===== src/rtl/csi2_raw10_unpacker_if.sv =====
// csi2_raw10_unpacker_if: receiver image-word inputs and unpacked pixel-group outputs
interface csi2_raw10_unpacker_if #(
    parameter int X_WIDTH = 12,
    parameter int Y_WIDTH = 12
);
    logic [3:0][7:0]     image_data;
    logic [5:0]          image_data_type;
    logic                image_data_enable;
    logic                frame_start;
    logic                frame_end;
    logic                line_start;
    logic                line_end;
    logic [3:0][9:0]     pixel;
    logic                pixel_enable;
    logic [X_WIDTH-1:0]  pixel_x;
    logic [Y_WIDTH-1:0]  pixel_y;
    logic                frame_done;
    logic                line_error;
    logic [2:0]          residual;
    modport master (
        output image_data, image_data_type, image_data_enable,
        output frame_start, frame_end, line_start, line_end,
        input  pixel, pixel_enable, pixel_x, pixel_y, frame_done, line_error, residual
    );
    modport slave (
        input  image_data, image_data_type, image_data_enable,
        input  frame_start, frame_end, line_start, line_end,
        output pixel, pixel_enable, pixel_x, pixel_y, frame_done, line_error, residual
    );
endinterface


===== src/rtl/csi2_raw10_unpacker.sv =====
// csi2_raw10_unpacker: unpacks CSI-2 RAW10 (5 bytes -> 4 pixels) from 4-byte words,
// tracking x/y coordinates and reporting lines that end with leftover bytes.
module csi2_raw10_unpacker #(
    parameter int X_WIDTH = 12,
    parameter int Y_WIDTH = 12
) (
    input  logic                  i_clock,
    input  logic                  i_reset,
    csi2_raw10_unpacker_if.slave  i_bus
);
    logic [7:0]         r_buf [8];
    logic [3:0]         r_cnt;
    logic [X_WIDTH-1:0] r_x;
    logic [Y_WIDTH-1:0] r_y;
    logic               r_fs_q, r_fe_q, r_ls_q, r_le_q;
    logic [3:0][9:0]    r_pixel;
    logic               r_pixel_enable;
    logic [X_WIDTH-1:0] r_pixel_x;
    logic [Y_WIDTH-1:0] r_pixel_y;
    logic               r_frame_done;
    logic               r_line_error;
    logic [2:0]         r_residual;
    logic               w_fs, w_fe, w_ls, w_le;
    logic               w_acc, w_emit, w_lerr;
    logic [3:0]         w_avail;
    logic [7:0]         w_ext  [8];
    logic [7:0]         w_next [8];
    logic [3:0][9:0]    w_pix;
    assign w_fs    = i_bus.frame_start & ~r_fs_q;
    assign w_fe    = i_bus.frame_end   & ~r_fe_q;
    assign w_ls    = i_bus.line_start  & ~r_ls_q;
    assign w_le    = i_bus.line_end    & ~r_le_q;
    assign w_acc   = i_bus.image_data_enable && i_bus.image_data_type == 6'h2B && !(w_fs || w_fe || w_ls || w_le);
    assign w_avail = r_cnt + 4'd4;
    assign w_emit  = w_acc && w_avail >= 4'd5;
    assign w_lerr  = w_le && !w_fs && !w_ls && r_cnt != 4'd0;
    // New word lands right after the bytes already buffered; the count never exceeds 4 here.
    always_comb begin
        for (int i = 0; i < 8; i++) begin
            w_ext[i] = r_buf[i];
            for (int j = 0; j < 4; j++)
                if (r_cnt + 4'(j) == 4'(i)) w_ext[i] = i_bus.image_data[j];
        end
        for (int i = 0; i < 8; i++)
            w_next[i] = w_emit ? ((i < 3) ? w_ext[(i + 5) % 8] : 8'h0) : w_ext[i];
        for (int k = 0; k < 4; k++)
            w_pix[k] = {w_ext[k], w_ext[4][2*k +: 2]};
    end
    always_ff @(posedge i_clock or posedge i_reset) begin
        if (i_reset) begin
            r_buf          <= '{default: 8'h0};
            r_cnt          <= '0;
            r_x            <= '0;
            r_y            <= '0;
            {r_fs_q, r_fe_q, r_ls_q, r_le_q} <= '0;
            r_pixel        <= '0;
            r_pixel_enable <= 1'b0;
            r_pixel_x      <= '0;
            r_pixel_y      <= '0;
            r_frame_done   <= 1'b0;
            r_line_error   <= 1'b0;
            r_residual     <= '0;
        end else begin
            {r_fs_q, r_fe_q, r_ls_q, r_le_q} <= {i_bus.frame_start, i_bus.frame_end, i_bus.line_start, i_bus.line_end};
            r_pixel_enable <= w_emit;
            r_frame_done   <= w_fe;
            r_line_error   <= w_lerr;
            r_residual     <= w_lerr ? r_cnt[2:0] : 3'd0;
            if (w_emit) begin
                r_pixel   <= w_pix;
                r_pixel_x <= r_x;
                r_pixel_y <= r_y;
            end
            if (w_fs) begin
                r_y   <= '0;
                r_x   <= '0;
                r_cnt <= '0;
            end else if (w_ls) begin
                r_x   <= '0;
                r_cnt <= '0;
            end else if (w_le) begin
                r_y   <= r_y + Y_WIDTH'(1);
                r_x   <= '0;
                r_cnt <= '0;
            end else if (w_acc) begin
                r_buf <= w_next;
                r_cnt <= w_emit ? w_avail - 4'd5 : w_avail;
                if (w_emit) r_x <= r_x + X_WIDTH'(4);
            end
        end
    end
    assign i_bus.pixel        = r_pixel;
    assign i_bus.pixel_enable = r_pixel_enable;
    assign i_bus.pixel_x      = r_pixel_x;
    assign i_bus.pixel_y      = r_pixel_y;
    assign i_bus.frame_done   = r_frame_done;
    assign i_bus.line_error   = r_line_error;
    assign i_bus.residual     = r_residual;
endmodule


===== src/flat_wrapper.sv =====
// flat-port wrapper written by rule: the top's interface ports become plain ports
module csi2_raw10_unpacker_flat 
#(
    parameter int X_WIDTH = 12,
    parameter int Y_WIDTH = 12
)
  (i_clock, i_reset, i_bus_image_data, i_bus_image_data_type, i_bus_image_data_enable, i_bus_frame_start, i_bus_frame_end, i_bus_line_start, i_bus_line_end, i_bus_pixel, i_bus_pixel_enable, i_bus_pixel_x, i_bus_pixel_y, i_bus_frame_done, i_bus_line_error, i_bus_residual);
  csi2_raw10_unpacker_if #(.X_WIDTH(X_WIDTH), .Y_WIDTH(Y_WIDTH)) i_bus_i ();
  input  logic i_clock;
  input  logic i_reset;
  input wire logic [$bits(i_bus_i.image_data)-1:0] i_bus_image_data;
  input wire logic [$bits(i_bus_i.image_data_type)-1:0] i_bus_image_data_type;
  input wire logic [$bits(i_bus_i.image_data_enable)-1:0] i_bus_image_data_enable;
  input wire logic [$bits(i_bus_i.frame_start)-1:0] i_bus_frame_start;
  input wire logic [$bits(i_bus_i.frame_end)-1:0] i_bus_frame_end;
  input wire logic [$bits(i_bus_i.line_start)-1:0] i_bus_line_start;
  input wire logic [$bits(i_bus_i.line_end)-1:0] i_bus_line_end;
  output wire logic [$bits(i_bus_i.pixel)-1:0] i_bus_pixel;
  output wire logic [$bits(i_bus_i.pixel_enable)-1:0] i_bus_pixel_enable;
  output wire logic [$bits(i_bus_i.pixel_x)-1:0] i_bus_pixel_x;
  output wire logic [$bits(i_bus_i.pixel_y)-1:0] i_bus_pixel_y;
  output wire logic [$bits(i_bus_i.frame_done)-1:0] i_bus_frame_done;
  output wire logic [$bits(i_bus_i.line_error)-1:0] i_bus_line_error;
  output wire logic [$bits(i_bus_i.residual)-1:0] i_bus_residual;
  assign i_bus_i.image_data = i_bus_image_data;
  assign i_bus_i.image_data_type = i_bus_image_data_type;
  assign i_bus_i.image_data_enable = i_bus_image_data_enable;
  assign i_bus_i.frame_start = i_bus_frame_start;
  assign i_bus_i.frame_end = i_bus_frame_end;
  assign i_bus_i.line_start = i_bus_line_start;
  assign i_bus_i.line_end = i_bus_line_end;
  assign i_bus_pixel = i_bus_i.pixel;
  assign i_bus_pixel_enable = i_bus_i.pixel_enable;
  assign i_bus_pixel_x = i_bus_i.pixel_x;
  assign i_bus_pixel_y = i_bus_i.pixel_y;
  assign i_bus_frame_done = i_bus_i.frame_done;
  assign i_bus_line_error = i_bus_i.line_error;
  assign i_bus_residual = i_bus_i.residual;
  csi2_raw10_unpacker #(.X_WIDTH(X_WIDTH), .Y_WIDTH(Y_WIDTH)) u_core (.i_clock(i_clock), .i_reset(i_reset), .i_bus(i_bus_i));
endmodule

===== config.mk =====
export PLATFORM = sky130hd
export DESIGN_NAME = csi2_raw10_unpacker_flat
export DESIGN_NICKNAME = d
export VERILOG_FILES = /design/src/rtl/csi2_raw10_unpacker_if.sv /design/src/rtl/csi2_raw10_unpacker.sv /design/src/flat_wrapper.sv
export SDC_FILE = /design/constraint.sdc
export NUM_CORES = 1
export LEC_CHECK = 0
export ABC_AREA = 0
export BUFFER_PORTS_ARGS = -buffer_cell sky130_fd_sc_hd__buf_2
export CORE_MARGIN = 2
export CORE_UTILIZATION = 40
export DETAILED_ROUTE_END_ITERATION = 7
export PLACE_DENSITY_LB_ADDON = 0.15
export SLEW_MARGIN = 40
export SYNTH_ARGS = -nofsm -noshare
export SYNTH_HDL_FRONTEND = slang
export SYNTH_SLANG_ARGS = --single-unit

===== constraint.sdc =====
create_clock -name i_clock -period 7.8 [get_ports i_clock]
set_input_delay 1.17 -clock i_clock [delete_from_list [all_inputs] [get_ports i_clock]]
set_output_delay 1.17 -clock i_clock [all_outputs]
set_load 0.01 [all_outputs]

## Word level (Yosys, flattened, before mapping)

Index checks and enable logic that the tools add are counted.

- Input port bits: 45
- Bits in read-only memories: 0
- Logic and storage cells: 151
- Latch bits: 0
- Bits in writable memories: 0
- Memories kept: 0
- Bits in registers: 166

- Divide/modulo/power cells: 0
- Order comparisons: 1
- Reductions and logical operators: 23
- Multiplexer cells: 54
- Shifts and indexed selects: 0
- Equality and inequality tests: 30
- Bitwise operators: 11
- Multipliers: 0
- $add $sub $neg: 7

Operators by type and width:

| cell | number |
|---|---|
| $mux 8 | 40 |
| $mux 12 | 8 |
| $eq 4x3->1 const B | 16 |
| $eq 4x2->1 const B | 8 |
| $mux 4 | 5 |
| $eq 4x1->1 const B | 4 |
| $logic_not 4->1 | 4 |
| $add 12x1->12 const B | 1 |
| $add 12x3->12 const B | 1 |
| $reduce_bool 4->1 | 3 |
| $add 4x2->4 const B | 2 |
| $not 1->1 | 7 |
| $eq 6x6->1 const B | 1 |
| $logic_and 1x1->1 | 6 |
| $add 4x1->4 const B | 1 |
| $add 4x3->4 const B | 1 |
| $and 1x1->1 | 4 |
| $ge 4x3->1 const B | 1 |
| $reduce_and 2->1 | 2 |
| $reduce_and 4->1 | 1 |
| $sub 4x3->4 const B | 1 |
| $logic_not 1->1 | 3 |
| $logic_or 1x1->1 | 3 |
| $mux 3 | 1 |
| other kinds (2) | 2 |

## Longest topological paths before layout

- Depth in word-level cells: 13
- Mapped depth: 11
- Depth with buffers taken out: 8

## Least setup slack after synthesis

Ideal clock, no wire load.

- Kind: input port to flip-flop
- Start: input i_bus_frame_start
- End: register u_core.r_x[9]
- Library setup time: 136 ps
- Path slack: 5065 ps
- Required time: 7664 ps
- Buffers on the path: 2
- Arrival time: 2599 ps
- Cell stages on the path: 7
- Cells stage by stage: nor2b_1 buf_2 nor3_4 nand4_2 clkbuf_1 o41ai_1 a21oi_1

- Longest elaborated chain between the ends: 9

Ends and longest elaborated chain:

| what | RTL line | RTL |
|---|---|---|
| start, declared | flat_wrapper.sv:14 | `input wire logic [$bits(i_bus_i.frame_start)-1:0] i_bus_frame_start;` |
| $and 1x1->1 (*) | csi2_raw10_unpacker.sv:29 | `assign w_fs = i_bus.frame_start & ~r_fs_q;` |
| $logic_or 1x1->1 (3 in a row) | csi2_raw10_unpacker.sv:33 | `assign w_acc = i_bus.image_data_enable && i_bus.image_data_type == 6'h2B && !(w_fs \|\| w_fe \|\| w_ls \|\| w_le);` |
| $logic_not 1->1 | csi2_raw10_unpacker.sv:33 |  |
| $logic_and 1x1->1 | csi2_raw10_unpacker.sv:33 |  |
| $logic_and 1x1->1 | csi2_raw10_unpacker.sv:35 | `assign w_emit = w_acc && w_avail >= 4'd5;` |
| $reduce_bool 4->1 (no source line) | - |  |
| $reduce_and 2->1 (no source line) | - |  |
| end signal, assigned | csi2_raw10_unpacker.sv:88 | `if (w_emit) r_x <= r_x + X_WIDTH'(4);` |
| end, declared | csi2_raw10_unpacker.sv:13 | `logic [X_WIDTH-1:0] r_x;` |

Every way passes the cells marked *; elsewhere a longest branch is shown, timed or not.
A chain may end at the register's enable or synchronous reset.

## Worst setup path after layout

- Start: register u_core.r_cnt[0]
- End: register u_core.r_pixel, in the netlist u_core.i_bus.pixel[26]

- Longest elaborated chain between the ends: 5

Ends and longest elaborated chain:

| what | RTL line | RTL |
|---|---|---|
| start, declared | csi2_raw10_unpacker.sv:12 | `logic [3:0] r_cnt;` |
| start signal, assigned | csi2_raw10_unpacker.sv:87 | `r_cnt <= w_emit ? w_avail - 4'd5 : w_avail;` |
| $add 4x1->4 / $eq 4x2->1 (equally long branches) | csi2_raw10_unpacker.sv:42 | `if (r_cnt + 4'(j) == 4'(i)) w_ext[i] = i_bus.image_data[j];` |
| $eq 4x2->1 / $mux 8 (equally long branches) | csi2_raw10_unpacker.sv:42 |  |
| $mux 8 (3 in a row) | csi2_raw10_unpacker.sv:42 |  |
| end signal, assigned | csi2_raw10_unpacker.sv:70 | `r_pixel <= w_pix;` |
| end, declared | csi2_raw10_unpacker.sv:16 | `logic [3:0][9:0] r_pixel;` |

Parallel ways exist; a longest one is shown, timed or not.

==> metrics <==
number of remaining DRC errors=0; EDFF count, synth=0; IR Drop Worst-Case VDD=~120 uV; worst skew pair latency=0.45 ns; vias in the first global route=9,110; CP Data Arrival Time=a little under 4 ns; Post-Syn Area=approximately 0.010 mm^2; cts bufs inserted=17; Setup Total Neg Slack=0 ns; Worst Hold Slack=0.417 ns; Initial DRC Count=approximately 1.2k; Min-Delay Endpoint=u_core.i_bus.frame_done; # H-tree levels=4; Yosys reg bits=between 150 and 200; synth unique cells=57; WHS Path Cells=1; Reg clk slew, reported paths=around 0.08 ns; Antenna Cells=0; CTS root buf=clkbuf_16; largest net degree at the start of global routing=roughly 120; Ys Warns=0; # rows=59; metal3 WL=around 3700 um; Die Y=around 170 um; Fin. Hold Viols=0; first-pass GRT wire length=57,300 um; max-capacitance violation count=0; Critical Path RT=about 8.2 ns; Cells after Synth=roughly 1.2k; number of buffers added on ports=about 110; setup ws final=between 4 and 5 ns; Post-Syn Area per Cell=a little under 9 um^2; CTS sink count=roughly 160; leakage power total=5.44 nW; Die Area=about 0.028 mm^2; Antenna Nets Post-Route=0; WS Path Type=reg2reg; status=finished, final reports clean; Setup-failing EPs final=0; routed wl met2=15,500 um; Initial Util=40.5%; internal reg-to-reg setup slack=4.26 ns; layout cells sized above 1=approximately 17%; R2R depth=7; reg-to-reg critical path endpoint=u_core.i_bus.pixel[26]; Setup Skew=0.0164 ns; Die Wd=~170 um; TritonCTS clock tree=done; area grow syn2layout=12.7%; Final Max Tran Viols=0; pre-CTS setup slack=4.05 ns; crit end category=flip-flop; critical path fanouts, max=18; fmax=between 200 and 300 MHz; Max Root-Sink Buffers=2; Filler Cells Inserted=approximately 2.6k; Setup crit start kind=flip-flop; Setup Buffers After CTS=0; routed len/inst=around 23 um; DR pass1 iterations=5; PD cells=between 150 and 200 mW/mm^2; Hold Path Origin=u_core.r_fe_q; reg2reg start=u_core.r_cnt[0]; Core Footprint=0.0259 mm^2; CTS resizes=0; cell area after layout=roughly 0.012 mm^2; Max Used Layer=met4; Vias=about 9.8k; Post-synth top flop=dfrtp_1; Tcrit/Tclk final=45.4%; Synth async-reset ratio=100%; grt ovf=0; slew margin rel.=between 40% and 50%; initial antenna violation count=0; hold buffers post-CTS=0; sequential area share after synthesis=approximately two fifths; routability cong.=0.918; setup repair after global routing missed its margin=false; Worst Hold Class=reg2reg; Post-Place Cell Area=~0.011 mm^2; Via-to-Cell Ratio=6.17; GRT Util Overall=between 20% and 30%; dpl hpwl=24,900 um; IO Pins=around 120; final net count=about 1.3k; met1 WL=between 15,000 and 20,000 um; total wire length=37,300 um; Tightest Pin Transition=0.783 ns; post-layout min period=3.54 ns
-- worst max path at each step --
| stage | endpoint | startpoint | slack (ns) | cells after the start |
|---|---|---|---|---|
| 2_1_floorplan | u_core.i_bus.frame_done | i_reset | 2.25 | 1 |
| 3_3_place_gp | u_core.r_buf[53] | i_bus_frame_start | 4.17 | 9 |
| 3_5_place_dp | u_core.r_buf[46] | i_bus_frame_start | 4.05 | 9 |
| 4_1_cts | u_core.r_buf[51] | u_core.r_cnt[0] | 4.36 | 7 |
| 5_1_grt | u_core.i_bus.pixel[26] | u_core.r_cnt[0] | 4.11 | 7 |
| 6_report | u_core.i_bus.pixel[26] | u_core.r_cnt[0] | 4.26 | 7 |
-- metal layers --
| metal | track usage [%] | up-vias |
|---|---|---|
| met1 | 39.5 | 4686 |
| met4 | 9.15 | 0 |
| li1 | - | 4563 |
| met5 | 0 | - |
| met2 | 37.8 | 503 |
| met3 | 7.34 | 76 |
-- area by class of cell --
cell class / instances / area [um^2] / share of cell area, %
multi-input cells: 932 / 6030 / 51.0
clock buffers: 17 / 425 / 3.60
well taps: 335 / 419 / 3.54
flip-flops and latches: 162 / 4050 / 34.3
clock inverters: 15 / 189 / 1.60
repair buffers: 125 / 674 / 5.70
inverters: 6 / 30.0 / 0.254
-- cells in the final DEF, fill, tap and decap left out, types with 11 or more instances in the layout --
master,count
nand2_1,211
dfrtp_1,162
buf_2,112
o31ai_1,59
nor2_1,57
mux2i_1,56
or3_1,52
nor4_1,52
a211oi_1,49
o21ai_0,41
nand3_1,37
nor3_1,29
and2_1,28
nand2b_1,27
o2bb2ai_1,24
mux2_2,24
o2111ai_1,24
clkbuf_16,17
o311ai_0,16
ha_1,16
and3_1,15
o21ai_1,13
buf_4,11
-- flip-flops by register name (all words and copies together), names as in the netlist, 3 cells and up --
name / cells
u_core.i_bus.pixel: 40
u_core.i_bus.pixel_y: 12
u_core.r_x: 10
u_core.r_buf: 64
u_core.i_bus.pixel_x: 10
u_core.i_bus.residual: 3
u_core.r_cnt: 4
u_core.r_y: 12
-- logic make-up after synthesis --
family | Yosys count | share of synthesized area (%)
AOI/OAI and AO/OA | 268 | 19.1
xor gates and xnor gates | 20 | 1.96
adders and majority gates | 16 | 1.91
buffers and inverters | 109 | 4.52
DFF | 162 | 38.6
muxes | 80 | 7.92
other | 1 | 0.0357
and+or+nand+nor | 546 | 25.9
-- critical path, stage by stage (launching register included) --
cell and delay, ns:
dfrtp_1 0.58, ha_1 0.47, xnor2_2 0.57, buf_4 0.35, nand4_1 0.46, a211oi_1 0.51, o21ai_0 0.29, o21ai_0 0.20
-- synth_stat cells, drive strengths merged, types with 28 or more instances --
| cell | count | area [um^2] |
|---|---|---|
| a211oi | 56 | 455 |
| and2 | 28 | 175 |
| buf | 33 | 188 |
| clkbuf | 70 | 264 |
| dfrtp | 162 | 4050 |
| mux2i | 56 | 561 |
| nand2 | 211 | 792 |
| nand3 | 38 | 190 |
| nor2 | 60 | 228 |
| nor3 | 30 | 161 |
| nor4 | 52 | 325 |
| o21ai | 54 | 270 |
| o31ai | 59 | 443 |
| or3 | 52 | 325 |
-- power by group --
group / switching, W / internal, W
Combinational: 0.0000959 / 0.0000356
Clock: 0.000434 / 0.000434
Sequential: 0.00000928 / 0.000853
-- metrics by stage --
stage | total power (W) | utilization, % | cells
2_1_floorplan | 0.000941 | - | 1203
6_report | 0.00186 | 45.6 | 1592
4_1_cts | 0.00187 | 45.6 | 1592
3_3_place_gp | 0.00101 | 43.1 | 1559
5_1_grt | 0.00193 | 45.6 | 1592
3_5_place_dp | 0.00101 | 43.2 | 1560
Note: power is estimated with default switching activity, not from simulation.
